$ cat src/rtl/sb_pkg.sv
// Shared constants and helpers for the simple-bus 1-master/4-slave router.
package sb_pkg;

  localparam int SB_NSLV  = 4;
  localparam int SB_SEL_W = 3;

  typedef logic [SB_SEL_W-1:0] sb_sel_t;

  // Select code for the internal error slave (one past the last real slave)
  localparam sb_sel_t SB_ERR_SEL = 3'd4;

  // Default address windows
  localparam logic [31:0] SB_S0_BASE = 32'h0000_0000;
  localparam logic [31:0] SB_S0_MASK = 32'hFFFF_0000;
  localparam logic [31:0] SB_S1_BASE = 32'h2000_0000;
  localparam logic [31:0] SB_S1_MASK = 32'hFFFF_0000;
  localparam logic [31:0] SB_S2_BASE = 32'h4000_0000;
  localparam logic [31:0] SB_S2_MASK = 32'hFFFF_F000;
  localparam logic [31:0] SB_S3_BASE = 32'h4000_1000;
  localparam logic [31:0] SB_S3_MASK = 32'hFFFF_F000;

  function automatic logic win_hit(input logic [31:0] addr,
                                   input logic [31:0] base,
                                   input logic [31:0] mask);
    return (addr & mask) == base;
  endfunction

endpackage

$ cat src/rtl/sb_addr_dec.sv
// Combinational address decoder: maps an address to a slave select code,
// lowest-index window wins on overlap, no hit selects the error slave.
module sb_addr_dec
  import sb_pkg::*;
#(
  parameter logic [31:0] S0_BASE = SB_S0_BASE,
  parameter logic [31:0] S0_MASK = SB_S0_MASK,
  parameter logic [31:0] S1_BASE = SB_S1_BASE,
  parameter logic [31:0] S1_MASK = SB_S1_MASK,
  parameter logic [31:0] S2_BASE = SB_S2_BASE,
  parameter logic [31:0] S2_MASK = SB_S2_MASK,
  parameter logic [31:0] S3_BASE = SB_S3_BASE,
  parameter logic [31:0] S3_MASK = SB_S3_MASK
) (
  input  logic [31:0] addr,
  output sb_sel_t     sel
);

  // Priority decode, slave 0 first
  always_comb begin
    if (win_hit(addr, S0_BASE, S0_MASK))      sel = 3'd0;
    else if (win_hit(addr, S1_BASE, S1_MASK)) sel = 3'd1;
    else if (win_hit(addr, S2_BASE, S2_MASK)) sel = 3'd2;
    else if (win_hit(addr, S3_BASE, S3_MASK)) sel = 3'd3;
    else                                      sel = SB_ERR_SEL;
  end

endmodule

$ cat src/rtl/sb_1m4s.sv
// Simple-bus router: one master, four slaves plus an internal error slave.
// Read and write paths are independent, each with one outstanding transaction.
module sb_1m4s
  import sb_pkg::*;
#(
  parameter logic [31:0] S0_BASE   = SB_S0_BASE,
  parameter logic [31:0] S0_MASK   = SB_S0_MASK,
  parameter logic [31:0] S1_BASE   = SB_S1_BASE,
  parameter logic [31:0] S1_MASK   = SB_S1_MASK,
  parameter logic [31:0] S2_BASE   = SB_S2_BASE,
  parameter logic [31:0] S2_MASK   = SB_S2_MASK,
  parameter logic [31:0] S3_BASE   = SB_S3_BASE,
  parameter logic [31:0] S3_MASK   = SB_S3_MASK,
  parameter logic [31:0] ERR_RDATA = 32'h0000_0000
) (
  input  logic         clk,
  input  logic         rst_n,
  input  logic         sb_arvalid_m,
  output logic         sb_arready_m,
  input  logic [31:0]  sb_araddr_m,
  output logic         sb_rvalid_m,
  input  logic         sb_rready_m,
  output logic [31:0]  sb_rdata_m,
  input  logic         sb_wvalid_m,
  output logic         sb_wready_m,
  input  logic [31:0]  sb_waddr_m,
  input  logic [31:0]  sb_wdata_m,
  input  logic [3:0]   sb_wstrb_m,
  output logic         sb_bvalid_m,
  input  logic         sb_bready_m,
  output logic         sb_bresp_m,
  output logic [3:0]   sb_arvalid_s,
  input  logic [3:0]   sb_arready_s,
  output logic [31:0]  sb_araddr_s,
  input  logic [3:0]   sb_rvalid_s,
  output logic [3:0]   sb_rready_s,
  input  logic [127:0] sb_rdata_s,
  output logic [3:0]   sb_wvalid_s,
  input  logic [3:0]   sb_wready_s,
  output logic [31:0]  sb_waddr_s,
  output logic [31:0]  sb_wdata_s,
  output logic [3:0]   sb_wstrb_s,
  input  logic [3:0]   sb_bvalid_s,
  output logic [3:0]   sb_bready_s,
  input  logic [3:0]   sb_bresp_s,
  output logic         dec_err
);

  sb_sel_t sel_r, sel_w;
  sb_sel_t rsel, wsel;
  logic    rflag, wflag;
  logic    r_ok, ar_ok, gate_r;
  logic    b_ok, w_ok, gate_w;

  sb_addr_dec #(
    .S0_BASE(S0_BASE), .S0_MASK(S0_MASK), .S1_BASE(S1_BASE), .S1_MASK(S1_MASK),
    .S2_BASE(S2_BASE), .S2_MASK(S2_MASK), .S3_BASE(S3_BASE), .S3_MASK(S3_MASK)
  ) u_dec_r (
    .addr(sb_araddr_m),
    .sel (sel_r)
  );

  sb_addr_dec #(
    .S0_BASE(S0_BASE), .S0_MASK(S0_MASK), .S1_BASE(S1_BASE), .S1_MASK(S1_MASK),
    .S2_BASE(S2_BASE), .S2_MASK(S2_MASK), .S3_BASE(S3_BASE), .S3_MASK(S3_MASK)
  ) u_dec_w (
    .addr(sb_waddr_m),
    .sel (sel_w)
  );

  // Request payloads are broadcast; only the valid is steered
  assign sb_araddr_s = sb_araddr_m;
  assign sb_waddr_s  = sb_waddr_m;
  assign sb_wdata_s  = sb_wdata_m;
  assign sb_wstrb_s  = sb_wstrb_m;

  // A new request may go out when idle or in the cycle the previous response completes
  assign r_ok   = sb_rvalid_m & sb_rready_m;
  assign gate_r = ~rflag | r_ok;
  assign ar_ok  = sb_arvalid_m & sb_arready_m;
  assign b_ok   = sb_bvalid_m & sb_bready_m;
  assign gate_w = ~wflag | b_ok;
  assign w_ok   = sb_wvalid_m & sb_wready_m;

  // R return: the error slave answers as soon as the tracker is armed
  always_comb begin
    sb_rready_s = '0;
    if (rsel == SB_ERR_SEL) begin
      sb_rvalid_m = rflag;
      sb_rdata_m  = ERR_RDATA;
    end else begin
      sb_rvalid_m               = rflag & sb_rvalid_s[rsel[1:0]];
      sb_rdata_m                = sb_rdata_s[{rsel[1:0], 5'd0} +: 32];
      sb_rready_s[rsel[1:0]]    = rflag & sb_rready_m;
    end
  end

  // AR steering to the decoded slave; the error slave is always ready
  always_comb begin
    sb_arvalid_s = '0;
    if (sel_r == SB_ERR_SEL) begin
      sb_arready_m = gate_r;
    end else begin
      sb_arready_m              = gate_r & sb_arready_s[sel_r[1:0]];
      sb_arvalid_s[sel_r[1:0]]  = sb_arvalid_m & gate_r;
    end
  end

  // B return, mirror of the R path; the error slave reports an error response
  always_comb begin
    sb_bready_s = '0;
    if (wsel == SB_ERR_SEL) begin
      sb_bvalid_m = wflag;
      sb_bresp_m  = 1'b1;
    end else begin
      sb_bvalid_m               = wflag & sb_bvalid_s[wsel[1:0]];
      sb_bresp_m                = sb_bresp_s[wsel[1:0]];
      sb_bready_s[wsel[1:0]]    = wflag & sb_bready_m;
    end
  end

  // W steering, mirror of the AR path
  always_comb begin
    sb_wvalid_s = '0;
    if (sel_w == SB_ERR_SEL) begin
      sb_wready_m = gate_w;
    end else begin
      sb_wready_m               = gate_w & sb_wready_s[sel_w[1:0]];
      sb_wvalid_s[sel_w[1:0]]   = sb_wvalid_m & gate_w;
    end
  end

  // Read tracker: arm on AR acceptance, disarm when R completes with no new AR
  always_ff @(posedge clk or negedge rst_n) begin
    if (!rst_n) begin
      rflag <= 1'b0;
      rsel  <= '0;
    end else if (ar_ok) begin
      rflag <= 1'b1;
      rsel  <= sel_r;
    end else if (r_ok) begin
      rflag <= 1'b0;
    end
  end

  // Write tracker: arm on W acceptance, disarm when B completes with no new W
  always_ff @(posedge clk or negedge rst_n) begin
    if (!rst_n) begin
      wflag <= 1'b0;
      wsel  <= '0;
    end else if (w_ok) begin
      wflag <= 1'b1;
      wsel  <= sel_w;
    end else if (b_ok) begin
      wflag <= 1'b0;
    end
  end

  // One-cycle pulse after any request accepted by the error slave
  always_ff @(posedge clk or negedge rst_n) begin
    if (!rst_n) dec_err <= 1'b0;
    else        dec_err <= (ar_ok & (sel_r == SB_ERR_SEL)) | (w_ok & (sel_w == SB_ERR_SEL));
  end

endmodule

$ cat config.mk
export PLATFORM = sky130hd
export DESIGN_NAME = sb_1m4s
export DESIGN_NICKNAME = d
export VERILOG_FILES = /design/src/rtl/sb_pkg.sv /design/src/rtl/sb_addr_dec.sv /design/src/rtl/sb_1m4s.sv
export SDC_FILE = /design/constraint.sdc
export NUM_CORES = 1
export LEC_CHECK = 0
export BUFFER_PORTS_ARGS = -buffer_cell sky130_fd_sc_hd__buf_2
export CAP_MARGIN = 20
export CORE_AREA = 2 2 157 159
export CTS_CLUSTER_DIAMETER = 40
export DETAILED_ROUTE_END_ITERATION = 7
export DIE_AREA = 0 0 159 161
export GPL_ROUTABILITY_DRIVEN = 0
export HOLD_SLACK_MARGIN = 0.1
export PLACE_DENSITY_LB_ADDON = 0.3
export SYNTH_ARGS = -nofsm -noshare
export SYNTH_HDL_FRONTEND = slang
export SYNTH_SLANG_ARGS = --single-unit
$ cat constraint.sdc
create_clock -name clk -period 2 [get_ports clk]
set_clock_uncertainty 0.05 [all_clocks]
set_input_delay 0.2 -clock clk [delete_from_list [all_inputs] [get_ports clk]]
set_output_delay 0.2 -clock clk [all_outputs]
set_load 0.005 [all_outputs]
### Yosys cells after proc, flatten, opt, wreduce, memory -nomap -nowiden

Index checks and enable logic that the tools add are counted.
W data, S select, Z words.

| cells by class | value |
|---|---|
| magnitude comparators | 8 |
| eq/ne operators | 10 |
| shift-type cells | 1 |
| mux-type cells | 40 |
| bitwise gates (word level) | 23 |
| reductions and logical operators | 8 |

Operators with widths:

| operator | number |
|---|---|
| $shiftx A128 B8 Y32 | 1 |
| $eq A20 B19 Y1 const B | 4 |
| $logic_not A32 Y1 | 2 |
| $eq A16 B14 Y1 const B | 2 |
| $mux W32 | 1 |
| $mux W3 | 8 |
| $mux W1 | 18 |
| $and A4 B4 Y4 | 4 |
| $mux W4 | 4 |
| $and A1 B1 Y1 | 14 |
| $eq A3 B3 Y1 const B | 4 |
| $lt A2 B3 Y1 const B | 4 |
| $bmux W1 S2 | 5 |
| $demux W1 S2 | 4 |
| $ge A2 B1 Y1 const B | 4 |
| $logic_and A1 B1 Y1 | 4 |
| $reduce_bool A2 Y1 | 2 |
| $or A1 B1 Y1 | 3 |
| $not A1 Y1 | 2 |

| word-level totals | value |
|---|---|
| register bits after elaboration | 9 |
| input port bits | 254 |
| output and inout port bits | 154 |
| logic and storage cells | 95 |

### Longest topological paths before layout

| depth | value |
|---|---|
| depth in word-level cells | 12 |
| gate-level depth with buffers | 6 |
| mapped depth without buffers | 5 |

### Hierarchy

A second synthesis with hierarchy kept.

| unflattened totals | value |
|---|---|
| cells, all modules | 321 |
| area, all modules | 2,582.5 µm² |

Modules (own cells, without submodules):

| module | instances | cells an instance | area an instance (µm²) | sequential area each (µm²) |
|---|---|---|---|---|
| sb_1m4s | 1 | 295 | 2,428.6 | 225.2 |
| sb_addr_dec (u_dec_w) | 1 | 14 | 81.3 | 0.0 |
| sb_addr_dec (u_dec_r) | 1 | 12 | 72.6 | 0.0 |

### Least setup slack after synthesis

No wires, ideal clock.

| timing | value |
|---|---|
| path type | reg2reg |
| start | register wsel[0] |
| end | register wsel[0] |
| arrival | 1.562 ns |
| slack | 0.263 ns |
| cell stages (with the launch flop) | 6 |
| buffers on the path | 0 |
| clock period less this slack | 1.737 ns |
| path through | dfrtp_1 or3_1 o2111a_1 o21ai_2 a31oi_4 mux2_4 |

| between the ends | value |
|---|---|
| cells in the longest elaborated chain, start to end | 9 |
| elaborated cells on any way between the ends | 10 |

RTL lines:

| element | line | text |
|---|---|---|
| start, declared | sb_1m4s.sv:50 | `sb_sel_t rsel, wsel;` |
| start signal, assigned | sb_1m4s.sv:153 | `wsel <= sel_w;` |
| $bmux W1 S2 | sb_1m4s.sv:116 | `sb_bvalid_m = wflag & sb_bvalid_s[wsel[1:0]];` |
| $mux W1 (implied by the code) | sb_1m4s.sv:116 |  |
| $and A1 B1 Y1 | sb_1m4s.sv:116 |  |
| $mux W1 (*) | sb_1m4s.sv:112 | `if (wsel == SB_ERR_SEL) begin` |
| $and A1 B1 Y1 (*) | sb_1m4s.sv:81 | `assign b_ok = sb_bvalid_m & sb_bready_m;` |
| $or A1 B1 Y1 (*) | sb_1m4s.sv:82 | `assign gate_w = ~wflag \| b_ok;` |
| $and A1 B1 Y1 | sb_1m4s.sv:128 | `sb_wready_m = gate_w & sb_wready_s[sel_w[1:0]];` |
| $mux W1 (*) | sb_1m4s.sv:125 | `if (sel_w == SB_ERR_SEL) begin` |
| $and A1 B1 Y1 (*) | sb_1m4s.sv:83 | `assign w_ok = sb_wvalid_m & sb_wready_m;` |

Mark *: on every way between the ends. The rest lies on a longest branch, timed or not. The select of a mux whose other input is x is not followed.
A chain may end at the register's enable or synchronous reset.

### Worst setup path in the final report

| timing | value |
|---|---|
| start | register wsel[0] |
| end | output sb_wvalid_s[2] |

| between the ends | value |
|---|---|
| cells in the longest elaborated chain, start to end | 9 |
| elaborated cells on any way between the ends | 10 |

RTL lines:

| element | line | text |
|---|---|---|
| $bmux W1 S2 | sb_1m4s.sv:116 |  |
| $mux W1 (implied by the code) | sb_1m4s.sv:116 |  |
| $and A1 B1 Y1 | sb_1m4s.sv:116 |  |
| $mux W1 (*) | sb_1m4s.sv:112 |  |
| $and A1 B1 Y1 (*) | sb_1m4s.sv:81 |  |
| $or A1 B1 Y1 (*) | sb_1m4s.sv:82 |  |
| $and A1 B1 Y1 (*) | sb_1m4s.sv:129 | `sb_wvalid_s[sel_w[1:0]] = sb_wvalid_m & gate_w;` |
| $and A4 B4 Y4 (no source line) (*) | - |  |
| $mux W4 (*) | sb_1m4s.sv:125 |  |
| end, declared | sb_1m4s.sv:38 | `output logic [3:0] sb_wvalid_s,` |

Marks and branches as above.

==> metrics.md <==
| Metric | Value |
|---|---|
| Status | `completed` |
| Crit-path leading delay family | `buffers and inverters` |
| Grt met3 use | `3.42%` |
| Total track usage | `8.71%` |
| N_diodes | `0` |
| Synth Area per Inst | `7.86 um^2` |
| Final Hold Viols | `0` |
| Register-to-register setup slack | `0.14 ns` |
| Final instance area | `0.00408 mm^2` |
| Final Util | `17.0%` |
| Busiest grt layer | `met2` |
| 1st-iter DRT viols | `87` |
| Max_slew headroom | `72.2%` |
| Port Buffers | `287` |
| CP bufs+invs | `3` |
| Gr ovfl total | `0` |
| Commonest cells after routing, fill and taps aside | `buf_2 (287), mux2i_1 (34), a21oi_1 (34)` |
| Clock latency at the later pin of the worst-skew pair | `0.24 ns` |
| Initial Util | `10.7%` |
| Vias per inst | `3.74` |
| Fin nets | `781` |
| Hold Crit Class | `in2reg` |
| Final wirelength | `11900 um` |
| Num CTS Buffers | `3` |
| Leak | `1.91 nW` |
| Asr flop ratio synth | `100%` |
| Critical setup path kind | `reg2out` |
| Maximum root-to-sink buffer count | `2` |
| Slew of the pin with the lowest slew margin | `0.416 ns` |
| Synthesis-to-finish area growth | `58.7%` |
| Largest net degree at the start of global routing | `59` |
| Max Freq | `511 MHz` |
| Fin crit share | `97.8%` |
| Startpoint Class | `register` |
| Global-route wire length before repair | `17800 um` |
| Top fanout value on the critical path | `4` |
| CP most frequent cell | `o21ai_4` |
| Slew Viols, Final | `0` |
| CTS root buf | `clkbuf_16` |
| Grt met1 use | `9.37%` |
| Initial DRT Pass Iterations | `4` |
| Met2 Usage GRT | `15.5%` |
| Critical-path top delay cell | `dfrtp_1` |
| Fraction of layout cells with a size suffix above 1 | `67.5%` |
| Pwr/cell area | `235 mW/mm^2` |
| CTS clk-pin slew, worst paths | `0.04 ns` |
| YS warnings | `0` |
| Post-DR wirelength/cell | `14.0 um` |
| Dpl hpwl | `9890 um` |
| Die area | `0.0256 mm^2` |
| Clock tree from TritonCTS | `yes` |
| Syn Nets | `581` |
| Placed inst area | `0.00375 mm^2` |
| Initial antenna violation count | `0` |
| RSZ-0062 raised after global routing | `yes` |
| # clock sinks | `9` |
| # H-tree levels | `1` |
| Max VDD drop | `185 uV` |
| Rows | `57` |
| Crit-path cells | `buf_6, mux2i_4, o21ai_4, o21ai_4, buf_4, nor4_2, buf_2` |
| #FFs+latches synth | `9` |
| DRC violations left | `0` |
| Top FF cell, synth | `dfrtp_1` |
| Period minus WS final | `1.96 ns` |
| Post-Syn Area | `0.00257 mm^2` |
| Count of final setup violators | `0` |
| Yosys cell types | `46` |
| Post-synth EDFFs | `0` |
| Crit. End Element | `primary output` |
| Worst Path Arrival | `1.71 ns` |
| Design Power | `958 uW` |
| Max-cap violations | `0` |
| Core area | `0.0240 mm^2` |
| Syn Inst Count | `327` |
| Sequential area share after synthesis | `8.76%` |
| Most common cell after layout, fill and taps aside | `buf_2` |
| Die Ht | `161 um` |
| Die Wd | `159 um` |
| I/O Pins | `408` |
| Vias in the first global route | `3223` |
| CP peak stage delay | `0.41 ns` |
| Worst hold slack | `0.191 ns` |
| CP Data Required Time | `1.75 ns` |
| Antenna viol nets, final | `0` |
| DR vias | `3180` |
[registers in the layout (all words and copies together), names as in the netlist]
| signal | cells |
|---|---|
| wsel | 3 |
| rflag | 1 |
| rsel | 3 |
| dec_err | 1 |
| wflag | 1 |
[power breakdown]
group	leakage [nW]	total [mW]	switching, mW	internal, mW
logic	1.77	0.404	0.175	0.229
clock network	0.0382	0.361	0.0934	0.267
registers	0.103	0.193	0.00477	0.188
total	1.91	0.958	0.273	0.684
[worst register-to-register path: cells and delay by family (launching register included)]
kind / cells / cell delay [ns]
buffers and inverters: 1 / 0.13
flip-flops: 1 / 0.54
AND/OR/NAND/NOR: 1 / 0.10
multiplexers: 2 / 0.57
AO/OA/AOI/OAI: 2 / 0.36
[kinds of logic after synthesis]
kind of cell	share of synthesized area (%)
buffers and inverters	33.3
and+or+nand+nor	15.8
DFF	8.76
AOI/OAI and AO/OA	25.7
muxes	16.4
[synth_stat cells, drive strengths merged (2+ instances only)]
cell type / count / share of area (%)
buf: 107 / 30
mux2i: 35 / 14
a21oi: 34 / 6.6
a221oi: 32 / 11
nor2: 18 / 2.6
clkbuf: 12 / 1.8
nor4: 10 / 4.8
dfrtp: 9 / 8.8
inv: 8 / 1.2
nand2: 7 / 1.0
nand3: 6 / 1.6
nor3: 6 / 1.2
o21ai: 6 / 1.6
mux2: 4 / 1.9
and3: 3 / 0.78
nand4: 3 / 0.73
o211ai: 3 / 1.1
a31oi: 2 / 1.1
nand2b: 2 / 0.49
o22ai: 2 / 0.49
or2: 2 / 0.49
or3: 2 / 0.68
[final cells by class]
| class | instances | area [um^2] |
|---|---|---|
| repair buffers | 314 | 1740 |
| clock buffers | 4 | 78.8 |
| flip-flops and latches | 9 | 230 |
| fillers | 2739 | 19900 |
| multi-input cells | 191 | 1600 |
| inverters | 8 | 30.0 |
| well taps | 324 | 405 |
[repair_timing]
item	CTS	global route
cloned	2	0
setup endpoints to repair	10	29
gates resized for setup	7	13
endpoints found under the hold margin	9	0
setup buffers	5	5
pin swaps	5	8
hold buffers	1	0
[metrics by stage]
step	setup TNS [ns]	worst slack, ns	instances
6_report	0	0.0447	850
5_1_grt	-0.433	-0.0593	850
4_1_cts	0	0.00417	845
3_5_place_dp	0	0.0468	834
3_3_place_gp	0	0.0638	834
2_1_floorplan	0	0.263	327
[per-layer routing]
metal / up-vias / wire length (um)
li1: 1523 / -
met5: - / 0
met3: 20 / 1300
met4: 0 / 361
met2: 230 / 5720
met1: 1407 / 4510
[final timing paths]
path,from,depth (start not counted),to
min in group asynchronous,rst_n,2,dec_err
max in group asynchronous,rst_n,2,rsel[1]
setup reg to reg,rsel[1],6,rsel[1]
hold reg to reg,wsel[2],2,wsel[2]
hold / removal,sb_wvalid_m,3,wflag
setup / recovery,wsel[0],7,sb_wvalid_s[2]
Power figures use the tool's default switching activity.
